`config.mk`:
```
export PLATFORM = sky130hd
export DESIGN_NAME = hazard_ctrl
export DESIGN_NICKNAME = d
export VERILOG_FILES = /design/src/rtl/hazard_ctrl.sv
export SDC_FILE = /design/constraint.sdc
export NUM_CORES = 1
export LEC_CHECK = 0
export CORE_MARGIN = 5
export CORE_UTILIZATION = 45
export DETAILED_ROUTE_END_ITERATION = 16
export PLACE_DENSITY = 0.78
export SYNTH_ARGS = -nofsm -noshare
export SYNTH_HDL_FRONTEND = slang
export SYNTH_SLANG_ARGS = --single-unit
```
`constraint.sdc`:
```
create_clock -name clk -period 2.6 [get_ports clk]
set_input_delay 0.39 -clock clk [delete_from_list [all_inputs] [get_ports clk]]
set_output_delay 0.39 -clock clk [all_outputs]
set_load 0.02 [all_outputs]
```
`src/rtl/hazard_ctrl.sv`:
```
// hazard_ctrl: pipeline hazard controller for the 5-stage MIPS core.
// Produces hold/clear controls for the PC and the four pipeline registers
// from mem wait, taken branches, load-use and HI/LO-vs-mul/div hazards.
// Also owns the mul/div busy down-counter and a stall-cycle counter.
module hazard_ctrl #(
    parameter int unsigned MULDIV_LAT = 32
) (
    input  logic        clk,
    input  logic        rst,
    input  logic        mem_wait,
    input  logic        branch_taken,
    input  logic        ex_mem_read,
    input  logic [4:0]  ex_rt,
    input  logic [4:0]  id_rs,
    input  logic [4:0]  id_rt,
    input  logic        id_uses_rs,
    input  logic        id_uses_rt,
    input  logic        id_hilo,
    input  logic        ex_muldiv_start,
    output logic        pc_hold,
    output logic        ifid_hold,
    output logic        ifid_clear,
    output logic        idex_hold,
    output logic        idex_clear,
    output logic        exmem_hold,
    output logic        exmem_clear,
    output logic        memwb_hold,
    output logic        memwb_clear,
    output logic        muldiv_accept,
    output logic        muldiv_busy,
    output logic        muldiv_done,
    output logic [31:0] stall_cycles
);

    localparam logic [7:0] LAT_C = 8'(MULDIV_LAT);

    logic [7:0]  cnt_r;
    logic [31:0] stall_r;
    logic        accept_s;
    logic        lu_hz_s;
    logic        md_hz_s;

    assign muldiv_busy   = (cnt_r != 8'd0);
    assign muldiv_done   = (cnt_r == 8'd1);
    assign muldiv_accept = accept_s;
    assign stall_cycles  = stall_r;

    // Hazard detection: mul/div start acceptance, load-use and HI/LO conflicts.
    always_comb begin
        accept_s = 1'b0;
        lu_hz_s  = 1'b0;
        md_hz_s  = 1'b0;
        if (rst) begin
            accept_s = 1'b0;
        end else begin
            accept_s = ex_muldiv_start & ~mem_wait;
        end
        // A load into $0 never creates a real dependency.
        lu_hz_s = ex_mem_read && (ex_rt != 5'd0) &&
                  ((id_uses_rs && (id_rs == ex_rt)) ||
                   (id_uses_rt && (id_rt == ex_rt)));
        // The HI/LO reader must also wait for a mul/div accepted this very cycle.
        md_hz_s = id_hilo && (muldiv_busy || accept_s);
    end

    // Prioritised pipeline control: reset, mem freeze, branch squash, bubble.
    always_comb begin
        pc_hold     = 1'b0;
        ifid_hold   = 1'b0;
        ifid_clear  = 1'b0;
        idex_hold   = 1'b0;
        idex_clear  = 1'b0;
        exmem_hold  = 1'b0;
        exmem_clear = 1'b0;
        memwb_hold  = 1'b0;
        memwb_clear = 1'b0;
        if (rst) begin
            ifid_clear  = 1'b1;
            idex_clear  = 1'b1;
            exmem_clear = 1'b1;
            memwb_clear = 1'b1;
        end else if (mem_wait) begin
            // Freeze IF..MEM; WB receives a bubble. EX-stage requests persist.
            pc_hold     = 1'b1;
            ifid_hold   = 1'b1;
            idex_hold   = 1'b1;
            exmem_hold  = 1'b1;
            memwb_clear = 1'b1;
        end else if (branch_taken) begin
            // Squash the wrong-path IF and ID instructions; PC takes the target.
            ifid_clear = 1'b1;
            idex_clear = 1'b1;
        end else if (lu_hz_s || md_hz_s) begin
            // Hold IF/ID and insert a bubble into EX.
            pc_hold    = 1'b1;
            ifid_hold  = 1'b1;
            idex_clear = 1'b1;
        end else begin
            pc_hold = 1'b0;
        end
    end

    // Mul/div busy counter: load on accept (last start wins), else count down.
    always_ff @(posedge clk or posedge rst) begin
        if (rst) begin
            cnt_r <= 8'd0;
        end else if (accept_s) begin
            cnt_r <= LAT_C;
        end else if (cnt_r != 8'd0) begin
            cnt_r <= cnt_r - 8'd1;
        end else begin
            cnt_r <= cnt_r;
        end
    end

    // Stall performance counter: counts cycles with the PC held, wrapping.
    always_ff @(posedge clk or posedge rst) begin
        if (rst) begin
            stall_r <= 32'd0;
        end else if (pc_hold) begin
            stall_r <= stall_r + 32'd1;
        end else begin
            stall_r <= stall_r;
        end
    end

endmodule

```
=== Word-level counts from Yosys, hierarchy flattened ===
Index checks and enable logic that the tools add are counted.
W data, S select, Z words.

* Output and inout bits: 44
* Register bits after elaboration: 40
* Bits of input ports: 24

* Muxes and demuxes: 17
* Eq/ne operators: 3
* Reduce and logical (&&, ||, !) cells: 11
* Bitwise logic cells: 2
* $add $sub $neg: 2

{| class="wikitable"
|+ Operator list
! operator !! number
|-
| $add A32 B1 Y32 const B || 1
|-
| $mux W8 || 2
|-
| $mux W1 || 15
|-
| $eq A5 B5 Y1 || 2
|-
| $eq A8 B1 Y1 const B || 1
|-
| $reduce_bool A8 Y1 || 1
|-
| $sub A8 B1 Y8 const B || 1
|-
| $logic_and A1 B1 Y1 || 5
|-
| $reduce_bool A5 Y1 || 1
|-
| $logic_or A1 B1 Y1 || 3
|-
| $reduce_bool A2 Y1 || 1
|-
| $and A1 B1 Y1 || 1
|-
| $not A1 Y1 || 1
|}

=== Longest topological paths before layout ===
* Word-level depth: 10
* Depth in mapped cells: 10
* Mapped depth without buffers: 10

=== Worst setup path after synthesis ===
Ideal clock, no wire load.

* Kind: reg-to-output
* Start point: register cnt_r[0]
* End point: output port pc_hold
* Stages on the path, launching flop included: 9
* Arrival: 2.072 ns
* Slack: 0.138 ns
* Data required time: 2.210 ns
* Path through: dfrtp_1 inv_1 ha_1 or4b_4 o31a_1 o21a_1 a31oi_4 inv_2 buf_4

* Cells in the longest elaborated chain, start to end: 8

{| class="wikitable"
|+ RTL lines
! what !! RTL line !! source
|-
| start, declared || 37 || <nowiki>logic [7:0] cnt_r;</nowiki>
|-
| start signal, assigned || 110 || <nowiki>cnt_r <= cnt_r - 8'd1;</nowiki>
|-
| start signal, assigned || 112 || <nowiki>cnt_r <= cnt_r;</nowiki>
|-
| $reduce_bool A8 Y1 || 43 || <nowiki>assign muldiv_busy = (cnt_r != 8'd0);</nowiki>
|-
| $logic_or A1 B1 Y1 || 63 || <nowiki>md_hz_s = id_hilo && (muldiv_busy || accept_s);</nowiki>
|-
| $logic_and A1 B1 Y1 || 63 ||
|-
| $logic_or A1 B1 Y1 || 93 || <nowiki>end else if (lu_hz_s || md_hz_s) begin</nowiki>
|-
| $mux W1 (4 in a row) || - ||
|-
| end, declared || 20 || <nowiki>output logic pc_hold,</nowiki>
|}

No other way between the ends.

=== Final worst setup path ===
* Start point: register cnt_r[0]
* End point: output port pc_hold

* Cells in the longest elaborated chain, start to end: 8

{| class="wikitable"
|+ RTL lines
! what !! RTL line !! source
|-
| $reduce_bool A8 Y1 || 43 ||
|-
| $logic_or A1 B1 Y1 || 63 ||
|-
| $logic_and A1 B1 Y1 || 63 ||
|-
| $logic_or A1 B1 Y1 || 93 ||
|-
| $mux W1 || 93 ||
|-
| $mux W1 || 89 || <nowiki>end else if (branch_taken) begin</nowiki>
|-
| $mux W1 || 82 || <nowiki>end else if (mem_wait) begin</nowiki>
|-
| $mux W1 || 77 || <nowiki>if (rst) begin</nowiki>
|}

No other way between the ends.

==> impl_metrics.toml <==
[outcome]
status = "finished, violations left"
violations = "negative setup slack"

[timing]
worstMarginPinSlew_ns = 0.569
rsz0062_at_grt = "true"
setup_tns_ns = -0.0661
hold_ws_ns = 0.483
max_freq_mhz = 380
fin_crit_ns = 2.63
slew_viol_final = 0
finalClockSkew_ns = 0.00698
relSlewSlack_pct = 61.9
hold_viol = 0
worst_slack_ns = -0.0332
fin_crit_sh_pct = 101
finalSetupViolations = 2

[routing]
antenna_left = 0
viasPerCell = 5.07
drt-initial-drc-count = 87
vias = 1821
post_drt_wl_per_cell_um = 13.6
dr.pass1.iters = 2
drc = 0
routed_wl_mm = 4.87

[cells_and_area]
antenna_cells = 0
drive_above_1_share_pct = 19.3
synthToLayoutAreaGrowth_pct = 49.3
seqCellArea_um2 = 1000
fin_cells = 359
fin_util_pct = 68.1
fillers = 361
fin_area_um2 = 3170
fin_nets = 332
multiInputGateArea_um2 = 1090

[global_routing]
antenna_found_initial = 0
grt_max_degree = 41
grt_pass1_vias = 1832
grt_pass1_wl_mm = 8.43
grt_overflow_total = 0
grt_use_total_pct = 17.1

[die]
die_w_um = 78.7
io_pins = 68
rows = 25
core_area_um2 = 4660
start_util_pct = 45.6
die_area_um2 = 6200
die_y_um = 78.7

[synth]
synthAdderAreaFrac_pct = 2.35
synth-xor-area-share_pct = 18.1
yosysMostFrequentCell = "dfrtp_1"
ys.flop_type = "dfrtp_1"
synth_top_area_share_pct = 47.1
synthSimpleGateAreaFrac_pct = 23.0
ys_warn_count = 0
async_flop_share_pct = 100
yosysTopAreaCell = "dfrtp_1"
ys_seq_area_share_pct = 47.1
syn_area_per_cell_um2 = 10.1
synth-compound-area-share_pct = 4.77
synth-edff-count = 0
synth_mux_area_share_pct = 1.00
synth_top_family_by_area = "simple AND/OR/NAND/NOR gates"
synthTopCellsByArea = "dfrtp_1 47%, xnor2_1 16%, nand2_1 3.9%"
synth_cells = 210
synth_area_um2 = 2130
synth_cell_types = 40
synth_commonest_cells = "40 x dfrtp_1, 39 x xnor2_1, 22 x nand2_1"
ys_ff_latch = 40
synth_nets = 238

[power]
powerDensity_nw_per_um2 = 659
power_mw = 2.09
vdd_ir_drop_max_mv = 0.344
power_leakage_nw = 1.37

[worst_setup_path]
reg2reg_depth = 11
critPathArrivalTime_ns = 2.24
cp_common_cell = "inv_2"
cp.required_ns = 2.21
worstPathCellList = "inv_2, ha_4, or4b_4, o31a_1, o21a_1, a31oi_4, inv_2, buf_6"
endpoint_kind = "output port"
critical_path.max_fanout = 3
critPathSlowestCell = "or4b_4"
start_kind = "flop"
path_class = "reg -> out"
slowest_delay_ns = 0.46

[placed_design]
place_hpwl_mm = 3.83
dp_cells = 350
dp_slack_ns = -0.333
numPortBuffers = 66
place_congestion = 0.775
dpl-instance-area_um2 = 3010

[clocking]
cts_buffers = 5
cts_hold_buf = 0
tritoncts = "yes"
insertion_delay_ns = 0.29
htree_levels = 2
cts_root_buf = "clkbuf_8"
path_clk_slew_ns = 0.08
cts_buffer_depth = 2
clock_sinks = 40

[min_path]
holdPathStages = 1
hold_path.class = "reg -> reg"

[job]
maxCapViolCount = 0
==> cell families after synthesis <==
| logic type | count (synthesis) |
|---|---|
| other | 1 |
| muxes | 2 |
| buffers and inverters | 15 |
| DFF | 40 |
| and+or+nand+nor | 90 |
| xor gates and xnor gates | 44 |
| adders and majority gates | 4 |
| AOI/OAI and AO/OA | 14 |
==> state kept, by name, summed over array words and instances (netlist names) <==
| name | flops |
|---|---|
| cnt_r | 8 |
| stall_cycles | 32 |
==> metal layers <==
layer	GRT usage, %	vias up	share of wire (%)
met5	0	-	0
met4	5.24	0	1.4
met3	4.65	8	6.0
met2	29.0	47	49
met1	21.1	867	44
li1	-	899	-
==> where the power goes <==
part           total [mW]  switching [mW]  internal [mW]
Combinational       0.752           0.355          0.397
Sequential          0.808          0.0882          0.720
Clock               0.531           0.217          0.314
Total                2.09           0.660           1.43
==> worst paths after layout <==
check / slack (ns) / end / start
max: -0.03 / pc_hold / cnt_r[0]$_DFFE_PP0N_
min: 0.48 / stall_cycles[31]$_DFFE_PP0P_ / stall_cycles[31]$_DFFE_PP0P_
max reg2reg: 0.15 / stall_cycles[12]$_DFFE_PP0P_ / cnt_r[0]$_DFFE_PP0N_
min reg2reg: 0.48 / stall_cycles[31]$_DFFE_PP0P_ / stall_cycles[31]$_DFFE_PP0P_
max in group asynchronous: 1.45 / cnt_r[0]$_DFFE_PP0N_ / rst
min in group asynchronous: 0.79 / stall_cycles[8]$_DFFE_PP0P_ / rst
==> cells in the final DEF (no fill, tap or decap), types with 6 or more instances in the layout <==
cell,count
inv_1,6
buf_4,28
nand2_1,22
dfrtp_1,40
xnor2_1,39
clkbuf_8,6
nand4_1,11
nand3_1,12
nor2_1,15
clkdlybuf4s50_1,62
and3_1,7
==> what timing repair did <==
item                                    in CTS  in global routing
pin swaps                                    3                  3
gates resized for setup                     24                  6
buffers inserted                             2                  0
endpoints found under the setup margin       4                 24
==> worst max-delay path: cells and delay by family, from the launching register on <==
kind            cells  cell delay (ns)
buf+inv             3             0.32
simple gates        1             0.46
fa+ha+maj           1             0.13
compound gates      3             0.65
flops               1             0.39
==> layout make-up <==
type / count / area share, %
Inverter: 9 / 1.06
Clock buffer: 6 / 2.60
Timing Repair Buffer: 93 / 27.2
Multi-Input combinational cell: 155 / 34.3
Clock inverter: 2 / 1.22
Sequential cell: 40 / 31.5
Tap cell: 54 / 2.13
(Power assumes the default switching activity.)
